--- config.mk ---
export PLATFORM = sky130hd
export DESIGN_NAME = serial_adder_ctrl
export DESIGN_NICKNAME = d
export VERILOG_FILES = /design/src/rtl/serial_adder_ctrl_pkg.sv /design/src/rtl/serial_adder_ctrl_full_adder.sv /design/src/rtl/serial_adder_ctrl.sv
export SDC_FILE = /design/constraint.sdc
export NUM_CORES = 1
export LEC_CHECK = 0
export CORE_UTILIZATION = 51
export CTS_CLUSTER_DIAMETER = 60
export CTS_CLUSTER_SIZE = 14
export DETAILED_ROUTE_END_ITERATION = 6
export GPL_TIMING_DRIVEN = 0
export PLACE_DENSITY = 0.76
export SETUP_SLACK_MARGIN = 0.1
export SYNTH_ARGS = -nofsm -noshare
export SYNTH_HDL_FRONTEND = slang
export SYNTH_SLANG_ARGS = --single-unit
export TNS_END_PERCENT = 10
--- constraint.sdc ---
create_clock -name clk -period 1.7 [get_ports clk]
set_input_delay 0.255 -clock clk [delete_from_list [all_inputs] [get_ports clk]]
set_output_delay 0.255 -clock clk [all_outputs]
set_load 0.1 [all_outputs]
--- src/rtl/serial_adder_ctrl_pkg.sv ---
// Shared definitions for the bit-serial adder controller: FSM state
// encodings and the default operand width.
package serial_adder_ctrl_pkg;

    localparam int DEFAULT_WIDTH = 8;

    typedef enum logic [1:0] {
        ST_IDLE  = 2'd0,
        ST_SHIFT = 2'd1,
        ST_DONE  = 2'd2
    } state_t;

endpackage

--- src/rtl/serial_adder_ctrl_full_adder.sv ---
// Single-bit combinational full adder, time-shared by serial_adder_ctrl.
module fullAdder (
    output logic sum,
    output logic carry,
    input  logic op1,
    input  logic op2,
    input  logic op3
);

    assign sum   = op1 ^ op2 ^ op3;
    assign carry = (op1 & op2) | (op1 & op3) | (op2 & op3);

endmodule

--- src/rtl/serial_adder_ctrl.sv ---
// Bit-serial adder: one fullAdder walks the operands LSB to MSB, one bit per
// clock, bracketed by a start/busy/done handshake with a held registered result.
module serial_adder_ctrl
    import serial_adder_ctrl_pkg::*;
#(
    parameter int WIDTH = DEFAULT_WIDTH
) (
    input  logic             clk,
    input  logic             reset,
    input  logic             start,
    input  logic [WIDTH-1:0] op1,
    input  logic [WIDTH-1:0] op2,
    input  logic             cin,
    output logic             busy,
    output logic             done,
    output logic [WIDTH-1:0] sum,
    output logic             carry,
    output state_t           dbg_state
);

    // Handshake: start is only sampled in IDLE; busy marks SHIFT, done is a
    // one-cycle strobe in DONE; sum/carry are valid from the done cycle onward
    // and hold until the next operation's terminal edge.

    localparam int CW = (WIDTH > 1) ? $clog2(WIDTH) : 1;
    localparam logic [CW-1:0] LAST_BIT = CW'(WIDTH - 1);

    state_t           state_q;
    logic [WIDTH-1:0] a_q;
    logic [WIDTH-1:0] b_q;
    logic [WIDTH-1:0] res_q;
    logic [WIDTH-1:0] res_d;
    logic             cy_q;
    logic [CW-1:0]    cnt_q;
    logic [CW-1:0]    cnt_d;
    logic [WIDTH-1:0] sum_q;
    logic             carry_q;
    logic             fa_sum;
    logic             fa_carry;

    fullAdder u_fa (
        .sum   (fa_sum),
        .carry (fa_carry),
        .op1   (a_q[0]),
        .op2   (b_q[0]),
        .op3   (cy_q)
    );

    // Result enters at the MSB so after WIDTH shifts bit 0 holds the LSB sum.
    assign res_d = {fa_sum, res_q[WIDTH-1:1]};
    assign cnt_d = cnt_q + CW'(1);

    always_ff @(posedge clk or posedge reset) begin
        if (reset) begin
            state_q <= ST_IDLE;
            a_q     <= '0;
            b_q     <= '0;
            res_q   <= '0;
            cy_q    <= 1'b0;
            cnt_q   <= '0;
            sum_q   <= '0;
            carry_q <= 1'b0;
        end else begin
            case (state_q)
                ST_IDLE: begin
                    if (start) begin
                        a_q     <= op1;
                        b_q     <= op2;
                        cy_q    <= cin;
                        res_q   <= '0;
                        cnt_q   <= '0;
                        state_q <= ST_SHIFT;
                    end
                end
                ST_SHIFT: begin
                    a_q   <= a_q >> 1;
                    b_q   <= b_q >> 1;
                    cy_q  <= fa_carry;
                    res_q <= res_d;
                    if (cnt_q == LAST_BIT) begin
                        sum_q   <= res_d;
                        carry_q <= fa_carry;
                        cnt_q   <= '0;
                        state_q <= ST_DONE;
                    end else begin
                        cnt_q <= cnt_d;
                    end
                end
                ST_DONE: begin
                    state_q <= ST_IDLE;
                end
                default: begin
                    state_q <= ST_IDLE;
                end
            endcase
        end
    end

    assign busy      = (state_q == ST_SHIFT);
    assign done      = (state_q == ST_DONE);
    assign sum       = sum_q;
    assign carry     = carry_q;
    assign dbg_state = state_q;

endmodule

## Word level (Yosys, flattened, before mapping)

Cells that the tools add are included.

| cells by class | value |
|---|---|
| reduce and logical (&&, ||, !) cells | 5 |
| add/sub/neg operators | 1 |
| bitwise operators | 7 |
| muxes and demuxes | 14 |
| magnitude comparators | 0 |
| multipliers | 0 |
| divide/modulo/power cells | 0 |
| shift-type cells | 0 |
| equal/unequal tests | 5 |

Operators by type and width:

| operator | count |
|---|---|
| 8-bit case mux with 2 select lines | 3 |
| 8-bit two-way mux | 3 |
| 3-bit two-way mux | 2 |
| 3-bit case mux with 2 select lines | 1 |
| 2-bit AND reduction | 3 |
| 2-bit two-way mux | 2 |
| 2-bit case mux with 2 select lines | 1 |
| 3-bit by 1-bit adder with 3-bit output (second input constant) | 1 |
| 1-bit bitwise AND | 3 |
| 3-bit equality test (second input constant) | 1 |
| 2-bit by 1-bit equality test with 1-bit output (second input constant) | 1 |
| 2-bit equality test (second input constant) | 1 |
| 2-bit zero test | 1 |
| 2-bit by 1-bit != test with 1-bit output (second input constant) | 1 |
| 2-bit != test (second input constant) | 1 |
| 1-bit bitwise OR | 2 |
| 1-bit case mux with 2 select lines | 1 |
| 2-bit nonzero test | 1 |
| 1-bit bitwise XOR | 2 |
| 1-bit two-way mux | 1 |

| word-level totals | value |
|---|---|
| output and inout bits | 13 |
| input bits | 20 |
| memories | 0 |
| latch bits | 0 |
| memory bits (writable) | 0 |
| memory bits (read-only) | 0 |
| flip-flop bits (word level) | 39 |

## Longest topological paths before layout

| depth | value |
|---|---|
| depth after elaboration | 4 |
| depth in mapped cells | 5 |

## Hierarchy

From an unflattened synthesis, not the netlist that was laid out.

| second synthesis, totals | value |
|---|---|
| cell total of the unflattened synthesis | 140 |
| area, all modules | 1757.9 µm² |

By module, submodules not included:

| module | seq. area each (µm²) | cells each | area each (µm²) | times used |
|---|---|---|---|---|
| serial_adder_ctrl | 950.9 | 139 | 1737.9 | 1 |
| fullAdder | 0.0 | 1 | 20.0 | 1 |

## Least setup slack after synthesis

OpenSTA, ideal clock, no wires.

| path | value |
|---|---|
| path kind | register to output |
| start | register state_q[1], in the netlist dbg_state[1] |
| end | output done |
| stages on the path, launching flop included | 4 |
| path buffers | 2 |
| required time | 1445 ps |
| setup slack | -1419 ps |
| data arrival time | 2864 ps |
| cell sequence | dfrtp_1 > buf_2 > buf_2 > nor2b_1 |

| between the ends | value |
|---|---|
| cells in the longest elaborated chain, start to end | 1 |

Ends and longest elaborated chain:

| what | RTL line | source |
|---|---|---|
| start: declaration | serial_adder_ctrl.sv:28 | `state_t state_q;` |
| start signal: assignment | serial_adder_ctrl.sv:55 | `state_q <= ST_IDLE;` |
| start signal: assignment | serial_adder_ctrl.sv:72 | `state_q <= ST_SHIFT;` |
| start signal: assignment | serial_adder_ctrl.sv:84 | `state_q <= ST_DONE;` |
| 2-bit equality test | serial_adder_ctrl.sv:100 | `assign done = (state_q == ST_DONE);` |
| end: declaration | serial_adder_ctrl.sv:15 | `output logic done,` |

Every way passes these cells.

## Final worst setup path

Ends and elaborated chain as after synthesis.

==> metrics.yaml <==
status: "complete, but fails checks"
violations: "setup timing"
htree_levels: 2
path_clk_slew_ps: 130
async_flop_share_pct: 100.0
die_w_microns: 59.81
slew_headroom_pct: 63.17
critPathRequiredTime_ps: 1440
die_area_sq_mm: 0.003577
vias_per_cell: 5.462
ys_ff_latch: 38
cp_cell_sequence: "buf_8, buf_8, nor2b_4, buf_12"
min_path_type: "in2async"
rr_startpoint: "dbg_state[1]$_DFFE_PP0P_"
grt_usage_pct: 22.19
portBuffers: 32
crit_buf_inv: 3
grt_pass1_wl_microns: 5830
overflow: 0
rsz0062_at_grt: "true"
reg2reg_to: "a_q[3]$_DFFE_PP0P_"
synthFlopType: "dfrtp_1"
area_delta_synth_final_pct: 38.33
synth_fp_nets: 164
critical-path-max-stage-delay_ps: 560
worstMarginPinSlew_ps: 555.1
start_util_pct: 54.92
cts_buffer_depth: 2
numCtsBuffers: 5
timing.fmax_mhz: 580.8
worstSkewPairLatency_ps: 350
place_congestion: 0.7655
drv_cap: 0
r2r_setup_slack_ps: 160
post-place-cells: 219
yosys-top-cells-area: "dfrtp_1 (56%), mux2_1 (5.9%), a22o_1 (4.6%)"
yosys.area.top_type_share_pct: 55.80
layout_setup_ws_ps: -21.88
fin_cells: 234
path_delay_family: "flip-flops"
num_rows: 20
fillers: 236
syn_inst: 141
drc: 0
powerDensity_mw_per_mm2: 1983
coreArea_sq_mm: 0.003103
cts_tree: "yes"
cts_root_buffer: "clkbuf_4"
ir_worst_vdd_mv: 1.344
finalCritPeriodShare_pct: 101.3
synth_edf_count: 0
yosysWarnings: 0
antennaDiodeCount: 0
endpoint_kind: "output port"
die_y_microns: 59.81
maxSlewViolCount: 0
cts_sinks: 38
drt_iter0_markers: 60
route.vias.total: 1278
regArea_sq_um: 958.4
multi_input_area_sq_um: 684.4
crit_fanout: 8
wire_per_inst_microns: 15.15
finalHoldViolCount: 0
cp_slowest_cell: "dfrtp_4"
drive_above_1_share_pct: 25.79
crit_top_cell: "buf_8"
antenna_left: 0
nets: 212
reg2regPathDepth: 5
postRouteWirelength_microns: 3546
ios: 33
yosysTopAreaCell: "dfrtp_1"
grt_max_degree: 17
finalSetupTns_ps: -30.98
antenna_found_initial: 0
synth.avg_cell_area_sq_um: 12.09
first_pass_iters: 6
critPathKind: "reg2out"
yosysSeqAreaShare_pct: 55.80
startpoint_type: "register"
post-dp-hpwl_microns: 2513
synth_area_sq_mm: 0.001704
cp.arrival_ps: 1470
skew_ps: 14.77
period_minus_slack_ps: 1722
setup_viol: 2
power_leakage_uw: 0.001036
grt_pass1_vias: 1276
synth.distinct_cells: 27
[layout by cell type, fill, tap and decap left out, types with 5 or more instances in the layout]
cell type,synthesis,final
a21oi_1,7,7
clkbuf_4,0,5
o22a_1,6,6
o21ai_0,5,5
clkdlybuf4s15_2,0,10
nand2b_1,5,5
clkdlybuf4s50_1,0,19
mux2_1,9,9
dfrtp_1,38,36
inv_1,8,8
nand2_1,6,6
buf_4,1,7
nor2b_1,6,5
nor3b_1,10,10
a22o_1,9,9
[registers in the layout, indices dropped and copies added, names as in the netlist]
register and cells:
a_q 8, cnt_q 3, b_q 8, res_q 7, dbg_state 2, sum 8, carry 1, cy_q 1
[area by class of cell]
type,count,share of cell area (%)
tap,44,2.335
multi-input combinational,86,29.03
timing repair buffer,41,19.32
clock buffer,5,1.592
sequential,38,40.66
inverter,9,1.645
buffer,8,3.503
clock inverter,3,1.911
[worst max path at each step]
| stage | depth (start not counted) | from | slack, ps | end |
|---|---|---|---|---|
| after floorplan | 3 | dbg_state[1]$_DFFE_PP0P_ | -5 | done |
| after global placement | 4 | dbg_state[1]$_DFFE_PP0P_ | -680 | busy |
| after detailed placement | 4 | dbg_state[1]$_DFFE_PP0P_ | -690 | busy |
| after CTS | 4 | dbg_state[1]$_DFFE_PP0P_ | -80 | busy |
| after global routing | 4 | dbg_state[1]$_DFFE_PP0P_ | -60 | done |
| final | 4 | dbg_state[1]$_DFFE_PP0P_ | -20 | done |
[Yosys cell counts, types with 3 or more instances]
library cell / instances
a21oi_1: 7
a221o_1: 3
a221oi_1: 4
a22o_1: 9
buf_2: 7
dfrtp_1: 38
inv_1: 8
mux2_1: 9
nand2_1: 6
nand2b_1: 5
nor2b_1: 6
nor3b_1: 10
o21ai_0: 5
o22a_1: 6
[per-layer routing]
| layer | vias to the layer above | global-route usage [%] | part of all wire, % |
|---|---|---|---|
| met3 | 4 | 4.545 | 3.4 |
| met5 | - | 0 | 0 |
| met4 | 0 | 9.302 | 1.1 |
| li1 | 601 | - | - |
| met2 | 25 | 35.87 | 48 |
| met1 | 648 | 29.00 | 47 |
[what timing repair did]
action / 4_1_cts / 5_1_grt
setup endpoints to repair: 13 / 4
pin swaps: 0 / 0
hold buffers: 0 / 0
gates resized for setup: 55 / 5
buffers inserted: 0 / 7
[through the flow]
stage / hold slack [ps] / power, uW / util (%) / setup WS (ps) / instance area [sq um]
3_3_place_gp: 473.9 / 3872 / 68.19 / -682.6 / 2116
6_report: 173.1 / 4674 / 75.97 / -21.88 / 2357
4_1_cts: 168.5 / 4616 / 73.99 / -80.70 / 2296
5_1_grt: 183.9 / 4917 / 75.97 / -64.93 / 2357
3_5_place_dp: 484.0 / 3965 / 69.96 / -691.6 / 2171
2_1_floorplan: 382.3 / 3363 / - / -5.043 / 1740
[power by group]
| group | switching [uW] | internal (uW) | total [uW] | leakage, uW |
|---|---|---|---|---|
| sequential | 235 | 1310 | 1540 | 0.000464 |
| combinational | 1590 | 923 | 2510 | 0.000535 |
| clock | 316 | 309 | 625 | 0.0000374 |
| total | 2140 | 2540 | 4670 | 0.00104 |
[kinds of logic (layout without fill, tap and decap cells)]
family / Yosys count / after routing / share of synthesized area (%)
AO/OA/AOI/OAI: 40 / 40 / 18.06
flip-flops: 38 / 38 / 55.80
AND/OR/NAND/NOR: 34 / 34 / 13.07
buffers and inverters: 17 / 66 / 4.479
multiplexers: 9 / 9 / 5.947
adder cells (fa/ha/maj): 3 / 3 / 2.643
(Power assumes the default switching activity.)
